--- src/rtl/mvb_merge_rr.sv ---
// ============================================================================
// Module  : mvb_merge_rr
// Brief   : Round-robin merge of INPUTS MVB streams into one registered MVB
//           output, with optional burst locking (BURST_MAX words per grant).
//           Define MVB_MERGE_SRC_ID_EN to add the TX_SRC_ID output.
// Revision: 1.0 - initial release
// ============================================================================
`default_nettype none

module mvb_merge_rr #(
  parameter int INPUTS     = 4,
  parameter int ITEMS      = 4,
  parameter int ITEM_WIDTH = 32,
  parameter int BURST_MAX  = 1
) (
  input  logic                                CLK,
  input  logic                                RESET,
  input  logic [INPUTS*ITEMS*ITEM_WIDTH-1:0]  RX_DATA,
  input  logic [INPUTS*ITEMS-1:0]             RX_VLD,
  input  logic [INPUTS-1:0]                   RX_SRC_RDY,
  output logic [INPUTS-1:0]                   RX_DST_RDY,
  output logic [ITEMS*ITEM_WIDTH-1:0]         TX_DATA,
  output logic [ITEMS-1:0]                    TX_VLD,
  output logic                                TX_SRC_RDY,
`ifdef MVB_MERGE_SRC_ID_EN
  output logic [$clog2(INPUTS)-1:0]           TX_SRC_ID,
`endif
  input  logic                                TX_DST_RDY
);

  localparam int c_ID_W   = $clog2(INPUTS);
  localparam int c_CNT_W  = $clog2(BURST_MAX + 1);
  localparam int c_WORD_W = ITEMS * ITEM_WIDTH;

  typedef enum logic [0:0] {S_ARB = 1'b0, S_BURST = 1'b1} state_t;

  state_t              r_state, w_state_nxt;
  logic [c_ID_W-1:0]   r_ptr, w_ptr_nxt;
  logic [c_ID_W-1:0]   r_lock, w_lock_nxt;
  logic [c_CNT_W-1:0]  r_cnt, w_cnt_nxt;

  logic                r_tx_src_rdy;
  logic [ITEMS-1:0]    r_tx_vld;
  logic [c_WORD_W-1:0] r_tx_data;

  logic                w_free, w_hold, w_gnt_vld, w_xfer;
  logic [c_ID_W-1:0]   w_gnt, w_start;
  logic [c_WORD_W-1:0] w_rx_data;
  logic [ITEMS-1:0]    w_rx_vld;

  function automatic logic [c_ID_W-1:0] f_wrap_inc(input logic [c_ID_W-1:0] i);
    if (int'(i) == INPUTS - 1) return '0;
    return i + 1'b1;
  endfunction

  assign w_free = !r_tx_src_rdy || TX_DST_RDY;
  assign w_xfer = !RESET && w_free && w_gnt_vld;

  // A locked burst keeps its owner while it requests; otherwise search
  // round-robin, starting after the lock so a dropped owner costs no bubble.
  always_comb begin
    int v_idx;
    w_gnt_vld = 1'b0;
    w_gnt     = '0;
    v_idx     = 0;
    w_start   = (r_state == S_BURST) ? f_wrap_inc(r_lock) : r_ptr;
    w_hold    = (r_state == S_BURST) && RX_SRC_RDY[r_lock];
    if (w_hold) begin
      w_gnt_vld = 1'b1;
      w_gnt     = r_lock;
    end else begin
      for (int k = INPUTS - 1; k >= 0; k--) begin
        v_idx = int'(w_start) + k;
        if (v_idx >= INPUTS) v_idx = v_idx - INPUTS;
        if (RX_SRC_RDY[v_idx]) begin
          w_gnt_vld = 1'b1;
          w_gnt     = c_ID_W'(v_idx);
        end
      end
    end
  end

  always_comb begin
    RX_DST_RDY = '0;
    if (w_xfer) RX_DST_RDY[w_gnt] = 1'b1;
  end

  assign w_rx_data = RX_DATA[w_gnt*c_WORD_W +: c_WORD_W];
  assign w_rx_vld  = RX_VLD[w_gnt*ITEMS +: ITEMS];

  always_ff @(posedge CLK) begin
    if (RESET) begin
      r_state <= S_ARB;
      r_ptr   <= '0;
      r_lock  <= '0;
      r_cnt   <= '0;
    end else begin
      r_state <= w_state_nxt;
      r_ptr   <= w_ptr_nxt;
      r_lock  <= w_lock_nxt;
      r_cnt   <= w_cnt_nxt;
    end
  end

  always_comb begin
    w_state_nxt = r_state;
    w_ptr_nxt   = r_ptr;
    w_lock_nxt  = r_lock;
    w_cnt_nxt   = r_cnt;
    if (w_xfer) begin
      if (w_hold) begin
        if (int'(r_cnt) + 1 == BURST_MAX) begin
          w_ptr_nxt   = f_wrap_inc(r_lock);
          w_cnt_nxt   = '0;
          w_state_nxt = S_ARB;
        end else begin
          w_cnt_nxt = r_cnt + 1'b1;
        end
      end else if (BURST_MAX == 1) begin
        w_ptr_nxt   = f_wrap_inc(w_gnt);
        w_state_nxt = S_ARB;
      end else begin
        w_lock_nxt  = w_gnt;
        w_cnt_nxt   = c_CNT_W'(1);
        w_state_nxt = S_BURST;
      end
    end
  end

  // Words with no valid item are consumed but never reach the output.
  always_ff @(posedge CLK) begin
    if (RESET) begin
      r_tx_src_rdy <= 1'b0;
      r_tx_vld     <= '0;
    end else if (w_xfer && |w_rx_vld) begin
      r_tx_src_rdy <= 1'b1;
      r_tx_vld     <= w_rx_vld;
      r_tx_data    <= w_rx_data;
    end else if (TX_DST_RDY) begin
      r_tx_src_rdy <= 1'b0;
    end
  end

`ifdef MVB_MERGE_SRC_ID_EN
  logic [c_ID_W-1:0] r_tx_id;

  always_ff @(posedge CLK) begin
    if (RESET) r_tx_id <= '0;
    else if (w_xfer && |w_rx_vld) r_tx_id <= w_gnt;
  end

  assign TX_SRC_ID = r_tx_id;
`endif

  assign TX_SRC_RDY = r_tx_src_rdy;
  assign TX_VLD     = r_tx_vld;
  assign TX_DATA    = r_tx_data;

endmodule

`default_nettype wire

--- config.mk ---
export PLATFORM = sky130hd
export DESIGN_NAME = mvb_merge_rr
export DESIGN_NICKNAME = d
export VERILOG_FILES = /design/src/rtl/mvb_merge_rr.sv
export SDC_FILE = /design/constraint.sdc
export NUM_CORES = 1
export LEC_CHECK = 0
export BUFFER_PORTS_ARGS = -buffer_cell sky130_fd_sc_hd__buf_2
export CAP_MARGIN = 20
export CORE_AREA = 2 2 263 265
export DETAILED_ROUTE_END_ITERATION = 8
export DIE_AREA = 0 0 265 267
export SKIP_CTS_REPAIR_TIMING = 1
export SLEW_MARGIN = 10
export SYNTH_ARGS = -nofsm -noshare
export SYNTH_HDL_FRONTEND = slang
export SYNTH_SLANG_ARGS = --single-unit
--- constraint.sdc ---
create_clock -name CLK -period 29.5 [get_ports CLK]
set_input_delay 8.85 -clock CLK [delete_from_list [all_inputs] [get_ports CLK]]
set_output_delay 8.85 -clock CLK [all_outputs]
set_load 0.01 [all_outputs]
==> results.txt, run 1 <==
----------------------------------------------------
[Final layout]
  Fillcell total ... 7672
  Fraction of layout instances using a drive strength above 1 ... 0.421
  Post-synthesis to final-layout area growth ... 57.6%
  Final cell count without fillers ... 2581
  Diodes inserted ... 0
  End-of-flow core utilization ... 0.194
  Number of nets in the layout ... 2225

[STA]
  Final setup fails ... 0
  Peak clock frequency supported by timing ... 0.0511 GHz
  Total negative setup slack ... 0 ns
  Worst hold-check slack ... 0.498 ns
  Hold Vio Cnt, Final ... 0
  RSZ-0062 raised after global routing ... false
  Part of the cycle the worst path needs ... 0.663
  Shortest period the worst path allows ... 19.57 ns
  Worst max-slew margin expressed relative to the limit ... 0.312
  Setup clock skew after layout ... 0.00864 ns
  Max-slew violation count ... 0
  Slew of the pin with the lowest slew margin ... 1.03 ns

[Clocking]
  Clock buffer count from CTS ... 17
  Bufs on Longest Clock Path ... 2
  Clock input transition at the sequential cells of the worst setup and hold paths ... 0.06 ns
  TritonCTS clock tree ... yes
  Clk sink count ... 135
  Insertion delay of the later-clocked pin in the worst-skew pair ... 0.47 ns
  Number of H-tree levels ... 4
  CTS Root Buffer Type ... clkbuf_16

[Route]
  Total Wirelength ... 39900 µm
  Routed length per placed instance ... 15.4 µm
  Via count of the routed design ... 10246
  Count of unresolved DRC violations after routing ... 0
  Count of nets left with antenna violations after detail routing ... 0
  Number of iterations in the first detailed-routing pass ... 5
  Via-to-Cell Ratio ... 3.97
  Starting DRC count in detailed routing ... 792

[Min path]
  Type of the most critical hold path ... register to register

[Power]
  Switching part of the total power ... 0.382
  Power Internal ... 544 µW
  Combinational cell fraction of total power ... 0.414
  Leakage component of the power ... 0.00634 µW
  Power Dens Cells ... 66.7 nW/µm²
  Net load switching power ... 336 µW
  Part of the total power dissipated in sequential elements ... 0.323
  IR drop worst, VDD ... 0.0000402 V
  Portion of total power attributed to the clock network ... 0.263
  Post-route total power ... 880 µW

[Synthesis]
  Seq cells post-synth ... 135
  Syn. warnings ... 0
  Mean area per synthesized cell ... 7.82 µm²
  Net count of the mapped netlist ... 1609
  Sequential element share of the synthesized area ... 0.476
  Main combinational cell family by area after synthesis ... simple AND/OR/NAND/NOR gates
  Share of the synthesized netlist area taken by xor and xnor gates ... 0
  Fraction of the mapped netlist area in adder cells ... 0.00598
  Synth cell types ... 31
  Number of instances in the synthesized netlist ... 1070
  Synth Cell Area ... 8370 µm²
  Compound-gate portion of the synthesized area ... 0.122
  Mux share of post-synthesis cell area ... 0
  Share of synthesized cell area in and, or, nand and nor gates ... 0.349

[Die]
  Number of primary I/O pins ... 672
  Die Width ... 265 µm
  Number of standard-cell rows in the floorplan ... 96
  Die outline area ... 70800 µm²
  Starting density of the core ... 0.123
  Core Footprint ... 68000 µm²
  Die boundary height ... 267 µm

[Placed design]
  RePlAce Congestion ... 0.876
  Post-detailed-placement half-perimeter wirelength ... 31300 µm
  Total placed cells including tap cells ... 2549
  Number of input and output port buffers inserted ... 671

[Critical path]
  Setup slack of the worst register-to-register path ... 25.97 ns
  Sort of element at the end of the critical path ... output pin
  Reg2Reg Launch Point ... r_ptr[1]
  Endpoint required time on the critical path ... 20.65 ns
  Endpoint of the most critical register-to-register path ... TX_DATA[111]
  Startpoint kind of the worst setup timing path ... primary input
  Data arrival time of the worst path ... 10.72 ns
  Category of the most critical setup path ... primary input to output pin
  Critical-path cell with the highest stage delay ... a21oi_1
  Number of cells on the worst reg-to-reg path ... 8
  CP max stage delay ... 0.54 ns
  Crit-path cells ... buf_2 > nand2b_1 > a21oi_1 > nor2_4 > inv_8 > ha_1 > and3_1 > buf_2
  Critical Path Sink ... RX_DST_RDY[0]
  Crit. Startpoint ... RX_SRC_RDY[0]
  CP Max Fanout ... 99
  Critical Path Most Common Cell ... buf_2

[GRT]
  Wire length of the first global-routing pass ... 56400 µm
  Via count of the first global-routing pass ... 9512
  Largest net degree at the start of global routing ... 100
  GRT overflow ... 0
  Antenna violations before repair ... 2
  Overall fraction of global-route tracks in use ... 0.107

[Outcome]
  Outcome ... finished, final reports clean

[Run]
  Reported max-cap violation count ... 0

----------------------------------------------------
## power groups by stage
| stage | Clock [µW] | Sequential, µW | Combinational (µW) |
|---|---|---|---|
| floorplan | 0 | 313 | 195 |
| global placement | 0 | 287 | 364 |
| detailed placement | 0 | 289 | 365 |
| CTS | 245 | 285 | 366 |
| global route | 250 | 289 | 402 |
| finish | 232 | 284 | 364 |
## worst max-delay path, delay by kind of cell
kind | cells | cell delay (ns)
AOI/OAI and AO/OA | 1 | 0.54
adders and majority gates | 1 | 0.23
buffers and inverters | 3 | 0.67
and+or+nand+nor | 3 | 0.40
## routing by layer
layer | wire length (µm) | up-vias | track usage
met1 | 15800 | 4639 | 0.123
li1 | - | 4965 | -
met2 | 19000 | 577 | 0.178
met3 | 3590 | 63 | 0.0319
met4 | 1470 | 2 | 0.0571
met5 | 11 | - | 0
## area by class of cell
cell class,count,area (µm²),share of cell area
multi-input cells,844,4020,0.305
well taps,882,1100,0.0836
flip-flops and latches,135,3980,0.302
clock inverters,14,181,0.0137
repair buffers,683,3450,0.261
inverters,5,28.8,0.00218
clock buffers,18,429,0.0325
## through the flow
stage / setup WS, ns / area [µm²]
2_1_floorplan: 10.36 / 8370
3_3_place_gp: 9.96 / 12600
3_5_place_dp: 9.94 / 12600
4_1_cts: 9.94 / 13200
5_1_grt: 9.75 / 13200
6_report: 9.93 / 13200
## cell usage after synthesis, drive strengths merged
cell type / number / area [µm²]
o21ai: 12 / 60.1
edfxtp: 128 / 3840
ha: 4 / 50.1
a222oi: 4 / 40.0
clkbuf: 51 / 191
a211o: 1 / 8.76
a21o: 1 / 7.51
nor2: 3 / 13.8
o22ai: 1 / 6.26
a22oi: 2 / 15.0
dfxtp: 7 / 140
and3: 132 / 826
buf: 35 / 180
o2bb2ai: 1 / 8.76
nand3: 20 / 100
a211oi: 3 / 32.5
nor2b: 2 / 12.5
a21oi: 7 / 35.0
inv: 5 / 18.8
a31oi: 129 / 807
nand2: 517 / 1940
nand2b: 3 / 18.8
nand3b: 1 / 7.51
and2: 1 / 6.26
## layout by cell type (no fill, tap or decap), types with 2 or more instances in the layout
cell	instances
a21oi_1	6
nor2_1	2
edfxtp_1	128
a31oi_1	129
buf_4	12
a222oi_1	4
o21ai_0	8
clkinvlp_4	2
a22oi_1	2
nand3_1	20
clkinv_1	4
and3_1	132
clkinv_4	2
bufinv_16	4
clkbuf_16	17
o21ai_1	4
nor2b_1	2
ha_1	4
nand2b_1	3
inv_1	3
buf_2	671
dfxtp_1	7
nand2_1	517
## state kept, by name, indices dropped and copies added, names as in the netlist
register    flops
TX_VLD          4
TX_DATA       128
TX_SRC_RDY      1
r_ptr           2
## logic make-up (layout without fill, tap and decap cells)
family,Yosys count,in the layout
and+or+nand+nor,679,679
AOI/OAI and AO/OA,161,161
DFF,135,135
buffers and inverters,91,720
adders and majority gates,4,4
## worst min-delay path by stage
| stage | start | endpoint | slack (ns) | cells past startpoint |
|---|---|---|---|---|
| after CTS | TX_VLD[3] | TX_VLD[3] | 0.50 | 2 |
| after global placement | TX_VLD[3] | TX_VLD[3] | 0.47 | 2 |
| final | TX_VLD[3] | TX_VLD[3] | 0.50 | 2 |
| after floorplan | r_ptr[0] | r_ptr[0] | 0.50 | 2 |
| after global routing | TX_VLD[3] | TX_VLD[3] | 0.51 | 2 |
| after detailed placement | TX_VLD[3] | TX_VLD[3] | 0.49 | 2 |
Note: power is estimated with default switching activity, not from simulation.
==> run 2, diff against run 1 <==
--- a/config.mk
+++ b/config.mk
@@ -7,9 +7,9 @@
 export LEC_CHECK = 0
 export BUFFER_PORTS_ARGS = -buffer_cell sky130_fd_sc_hd__buf_2
 export CAP_MARGIN = 20
-export CORE_AREA = 2 2 263 265
+export CORE_AREA = 2 2 265 267
 export DETAILED_ROUTE_END_ITERATION = 8
-export DIE_AREA = 0 0 265 267
+export DIE_AREA = 0 0 267 269
 export SKIP_CTS_REPAIR_TIMING = 1
 export SLEW_MARGIN = 10
 export SYNTH_ARGS = -nofsm -noshare
==> constraint.sdc (replaced) <==
create_clock -name CLK -period 18.2 [get_ports CLK]
set_input_delay 5.46 -clock CLK [delete_from_list [all_inputs] [get_ports CLK]]
set_output_delay 5.46 -clock CLK [all_outputs]
set_load 0.01 [all_outputs]
==> run 2 against run 1 <==
Compared with the run above: final area is 0.67% higher; global-route usage is 0.21 points lower; clock power is 65% higher; setup slack worse by 5.4 ns; clock-buffer cell count stayed put; non-clock buffer count is 2 lower; highest routed layer unchanged.
==> results.txt, run 2 (synthesis results as in run 1) <==
----------------------------------------------------
[Critical path]
  Startpoint kind of the worst setup timing path ... primary input
  Reg2Reg Launch Point ... r_ptr[0]
  Data arrival time of the worst path ... 8.18 ns (-2.54 ns)
  Endpoint required time on the critical path ... 12.74 ns (-7.91 ns)
  Sort of element at the end of the critical path ... output pin
  Crit. Startpoint ... RX_SRC_RDY[2]
  Category of the most critical setup path ... primary input to output pin
  CP Max Fanout ... 71 (-28%)

[Outcome]
  Outcome ... finished, final reports clean

[Die]
  Starting density of the core ... 0.121 (-0.00234)
  Die boundary height ... 269 µm (+0.75%)
  Number of primary I/O pins ... 672 (unchanged)
  Core Footprint ... 69300 µm² (+1.9%)
  Die outline area ... 71800 µm² (+1.5%)
  Number of standard-cell rows in the floorplan ... 97 (+1.0%)
  Die Width ... 267 µm (+0.75%)

[Final layout]
  Fillcell total ... 7869 (+2.6%)
  Post-synthesis to final-layout area growth ... 58.7%
  Fraction of layout instances using a drive strength above 1 ... 0.423 (+0.00109)
  Max reg flops ... 128 (unchanged)
  End-of-flow core utilization ... 0.192 (-0.00240)
  Commonest cells after routing, fill and taps aside ... buf_2 (671), nand2_1 (517), and3_1 (132), a31oi_1 (129), edfxtp_1 (128)
  Most common library cell in the layout ignoring fill and taps ... buf_2
  Final cell count without fillers ... 2638 (+2.2%)
  Number of nets in the layout ... 2223 (-0.090%)

[Placed design]
  Worst setup slack after placement ... 4.52 ns (-5.42 ns)
  Total placed cells including tap cells ... 2605 (+2.2%)
  Number of input and output port buffers inserted ... 671 (unchanged)
  Post-detailed-placement half-perimeter wirelength ... 30900 µm (-1.1%)
  RePlAce Congestion ... 0.827 (-5.6%)

[Route]
  Routed length per placed instance ... 15.3 µm (-1.3%)
  Via count of the routed design ... 10182 (-0.62%)
  Starting DRC count in detailed routing ... 732 (-7.6%)
  Count of nets left with antenna violations after detail routing ... 0 (unchanged)
  Via-to-Cell Ratio ... 3.86 (-2.8%)
  Number of iterations in the first detailed-routing pass ... 5 (unchanged)
  Total Wirelength ... 40200 µm (+0.92%)
  Count of unresolved DRC violations after routing ... 0 (unchanged)

[STA]
  Setup clock skew after layout ... 0.0107 ns (+0.00211 ns)
  Worst max-slew margin expressed relative to the limit ... 0.377 (+0.0651)
  Worst hold-check slack ... 0.497 ns (-0.00120 ns)
  Final setup fails ... 0 (unchanged)
  Hold Vio Cnt, Final ... 0 (unchanged)
  Peak clock frequency supported by timing ... 0.0733 GHz
  PnR worst setup slack ... 4.56 ns (-5.37 ns)
  Slew of the pin with the lowest slew margin ... 0.935 ns (-0.0977 ns)
  Max-slew violation count ... 0 (unchanged)
  RSZ-0062 raised after global routing ... false
  Shortest period the worst path allows ... 13.64 ns
  Total negative setup slack ... 0 ns (unchanged)
  Part of the cycle the worst path needs ... 0.749

[Power]
  Power Dens Cells ... 108 nW/µm² (+62%)
  Leakage component of the power ... 0.00634 µW (about the same)
  IR drop worst, VDD ... 0.0000558 V (+39%)

[Run]
  Reported max-cap violation count ... 0 (unchanged)

[Clocking]
  Bufs on Longest Clock Path ... 2 (unchanged)
  Clk sink count ... 135 (unchanged)
  CTS Root Buffer Type ... clkbuf_16
  Clock buffer count from CTS ... 17 (unchanged)
  TritonCTS clock tree ... yes
  Insertion delay of the later-clocked pin in the worst-skew pair ... 0.47 ns (about the same)
  Clock input transition at the sequential cells of the worst setup and hold paths ... 0.07 ns (about the same)
  Number of H-tree levels ... 4 (unchanged)

[Min path]
  Startpoint of the lowest-slack hold path ... TX_VLD[1]
  Type of the most critical hold path ... register to register

[GRT]
  Overall fraction of global-route tracks in use ... 0.105 (-0.00206)
  GRT overflow ... 0 (unchanged)
  Antenna violations before repair ... 4 (+2)
  Largest net degree at the start of global routing ... 179 (+79%)
  Via count of the first global-routing pass ... 9274 (-2.5%)
  Wire length of the first global-routing pass ... 55400 µm (-1.8%)

----------------------------------------------------
==> run 2: cell types whose count changed in the layout (fill, tap and decap cells not counted), sizes merged <==
cell,change
clkinv,-4
buf,-2
clkinvlp,+2
inv,+2
diode,+1
==> run 2: area by class of cell <==
| cell class | instances | area [µm²] | share of cell area |
|---|---|---|---|
| multi-input combinational | 844 | 4020 | 0.303 |
| clock buffer | 18 | 429 | 0.0323 |
| timing repair buffer | 681 | 3450 | 0.259 |
| inverter | 5 | 28.8 | 0.00217 |
| antenna | 1 | 2.50 | 0.000188 |
| tap | 940 | 1180 | 0.0885 |
| clock inverter | 14 | 198 | 0.0149 |
| sequential | 135 | 3980 | 0.300 |
==> run 2: worst paths after layout <==
check                                endpoint  slack, ns  cells past startpoint
worst min register to register      TX_VLD[1]       0.50                      2
worst max-delay path            RX_DST_RDY[3]       4.56                      9
worst min-delay path                TX_VLD[1]       0.50                      2
worst max register to register    TX_DATA[58]      13.87                      9
==> run 2: per-stage QoR <==
stage,area [µm²],total power (µW)
6_report,13300,1430
3_3_place_gp,12700,1060
2_1_floorplan,8370,823
4_1_cts,13300,1460
3_5_place_dp,12700,1060
5_1_grt,13300,1530
==> run 2: metal layers <==
layer,vias to the layer above,part of all wire,global-route usage
met5,-,0.0011,0
met4,6,0.034,0.0506
met3,57,0.10,0.0437
met2,542,0.48,0.179
met1,4620,0.38,0.112
li1,4957,-,-
==> run 2: critical path: stages <==
cell and delay [ns]:
buf_2 0.12, inv_1 0.07, o22ai_1 0.12, a211oi_4 0.31, buf_4 0.62, buf_4 0.83, ha_1 0.27, and3_1 0.17
buf_2 0.15
==> run 2: report_power, final <==
part           internal [µW]  leakage, µW  switching [µW]  total, µW
registers                442      0.00127            21.7        464
logic                    211      0.00477             373        585
clock network            230     0.000291             153        383
==> run 3, diff against run 2 <==
==> constraint.sdc (replaced) <==
create_clock -name CLK -period 14.2 [get_ports CLK]
set_input_delay 4.26 -clock CLK [delete_from_list [all_inputs] [get_ports CLK]]
set_output_delay 4.26 -clock CLK [all_outputs]
set_load 0.01 [all_outputs]
==> run 3 against run 2 <==
Compared with the run above: sequential cell count stayed put; clock skew is 0.0062 ns higher; critical path depth is 1 lower; sequential power is 28% higher; sequential share of layout area is 0.20 points higher; critical path type unchanged.
==> results.txt, run 3 (synthesis results as in run 1) <==
----------------------------------------------------
[Power]
  Net load switching power ... 686 µW (+25%)
  Post-route total power ... 1780 µW (+24%)
  Leakage component of the power ... 0.00630 µW (-0.54%)
  IR drop worst, VDD ... 0.0000721 V (+29%)
  Part of the total power dissipated in sequential elements ... 0.335 (+0.011)
  Portion of total power attributed to the clock network ... 0.243 (-0.025)
  Switching part of the total power ... 0.386 (+0.00363)
  Power Internal ... 1090 µW (+23%)
  Combinational cell fraction of total power ... 0.421 (+0.013)
  Power Dens Cells ... 135 nW/µm² (+25%)

[GRT]
  Via count of the first global-routing pass ... 9173 (-1.1%)
  Wire length of the first global-routing pass ... 55000 µm (-0.57%)
  Overall fraction of global-route tracks in use ... 0.103 (-0.00175)
  Largest net degree at the start of global routing ... 92 (-49%)
  GRT overflow ... 0 (unchanged)
  Antenna violations before repair ... 3 (-1)

[STA]
  Peak clock frequency supported by timing ... 0.0937 GHz
  Setup clock skew after layout ... 0.0170 ns (+0.00621 ns)
  Worst hold-check slack ... 0.490 ns (-0.00662 ns)
  RSZ-0062 raised after global routing ... false
  Worst max-slew margin expressed relative to the limit ... 0.396 (+0.0189)
  Total negative setup slack ... 0 ns (unchanged)
  Part of the cycle the worst path needs ... 0.752
  Slew of the pin with the lowest slew margin ... 0.906 ns (-0.0284 ns)
  Max-slew violation count ... 0 (unchanged)
  Shortest period the worst path allows ... 10.67 ns
  Final setup fails ... 0 (unchanged)
  Hold Vio Cnt, Final ... 0 (unchanged)

[Die]
  Starting density of the core ... 0.121 (unchanged)
  Number of standard-cell rows in the floorplan ... 97 (unchanged)
  Number of primary I/O pins ... 672 (unchanged)
  Die outline area ... 71800 µm² (unchanged)
  Die boundary height ... 269 µm (unchanged)
  Die Width ... 267 µm (unchanged)
  Core Footprint ... 69300 µm² (unchanged)

[Placed design]
  Post-detailed-placement half-perimeter wirelength ... 31000 µm (+0.24%)
  RePlAce Congestion ... 0.841 (+1.7%)
  Number of input and output port buffers inserted ... 671 (unchanged)
  Total placed cells including tap cells ... 2606 (+0.038%)

[Final layout]
  Post-synthesis to final-layout area growth ... 57.6%
  Fraction of layout instances using a drive strength above 1 ... 0.421 (-0.00186)
  End-of-flow core utilization ... 0.190 (-0.00130)
  Total area of multi-input combinational cells ... 4020 µm² (unchanged)
  Final cell count without fillers ... 2636 (-0.076%)
  Total area of sequential cells ... 3980 µm² (unchanged)
  Max reg flops ... 128 (unchanged)
  Number of nets in the layout ... 2224 (+0.045%)
  Most common library cell in the layout ignoring fill and taps ... buf_2
  Commonest cells after routing, fill and taps aside ... buf_2 (671), nand2_1 (517), and3_1 (132), a31oi_1 (129), edfxtp_1 (128)
  Fillcell total ... 7894 (+0.32%)

[Clocking]
  Insertion delay of the later-clocked pin in the worst-skew pair ... 0.47 ns (about the same)
  Clock input transition at the sequential cells of the worst setup and hold paths ... 0.06 ns (about the same)
  Clock buffer count from CTS ... 17 (unchanged)
  CTS Root Buffer Type ... clkbuf_16
  TritonCTS clock tree ... yes
  Bufs on Longest Clock Path ... 2 (unchanged)
  Clk sink count ... 135 (unchanged)
  Number of H-tree levels ... 4 (unchanged)

[Critical path]
  Crit-path cells ... buf_2 > nor2b_1 > a211oi_2 > nor2_4 > buf_4 > ha_1 > and3_1 > buf_2
  Startpoint kind of the worst setup timing path ... primary input
  CP Max Fanout ... 53 (-25%)
  Critical Path Most Common Cell ... buf_2
  Endpoint required time on the critical path ... 9.94 ns (-2.80 ns)
  Category of the most critical setup path ... primary input to output pin
  Critical-path cell with the highest stage delay ... nor2_4
  Sort of element at the end of the critical path ... output pin
  CP max stage delay ... 0.59 ns (-0.24 ns)
  Data arrival time of the worst path ... 6.41 ns (-1.77 ns)

[Outcome]
  Outcome ... finished, final reports clean

[Route]
  Count of unresolved DRC violations after routing ... 0 (unchanged)
  Count of nets left with antenna violations after detail routing ... 0 (unchanged)
  Starting DRC count in detailed routing ... 667 (-8.9%)
  Via-to-Cell Ratio ... 3.88 (+0.62%)
  Via count of the routed design ... 10237 (+0.54%)
  Total Wirelength ... 39600 µm (-1.5%)
  Number of iterations in the first detailed-routing pass ... 6 (+1)
  Routed length per placed instance ... 15.0 µm (-1.4%)

[Run]
  Reported max-cap violation count ... 0 (unchanged)

[Min path]
  Type of the most critical hold path ... register to register

----------------------------------------------------
## run 3: area by class of cell
class                      instances  area share
sequential                       135       0.302
antenna                            1    0.000190
inverter                           5     0.00218
multi-input combinational        844       0.305
timing repair buffer             682       0.261
tap                              940      0.0891
clock inverter                    10     0.00825
clock buffer                      19      0.0328
## run 3: worst paths after layout
kind / start / end / slack [ns] / cells after the start
max: RX_SRC_RDY[2] / RX_DST_RDY[2] / 3.53 / 8
min: TX_VLD[2] / TX_VLD[2] / 0.49 / 2
min reg2reg: TX_VLD[2] / TX_VLD[2] / 0.49 / 2
max reg2reg: r_ptr[0] / TX_DATA[90] / 10.46 / 9
## run 3: power groups by stage
stage	Clock [µW]	Combinational, µW	Sequential [µW]
6_report	432	748	595
5_1_grt	471	824	604
4_1_cts	459	751	597
3_5_place_dp	0	750	604
3_3_place_gp	0	746	602
2_1_floorplan	0	405	650
## run 3: metrics by stage
stage               instance area (µm²)  setup WS, ns
global placement                  12600          3.58
floorplan                          8370          2.11
detailed placement                12600          3.57
finish                            13200          3.53
global route                      13200          3.34
CTS                               13200          3.56
## run 3: per-layer routing
metal  global-route usage  up-vias  share of wire
li1                     -     4962              -
met1                0.116     4636           0.39
met2                0.173      582           0.48
met3               0.0347       55           0.10
met4               0.0553        2          0.037
met5                    0        -        0.00033
## run 3: worst max-delay path: cells and delay by family
family / cells / cell delay [ns]
AOI/OAI and AO/OA: 1 / 0.18
adders and majority gates: 1 / 0.22
buffers and inverters: 3 / 0.80
and+or+nand+nor: 3 / 0.93
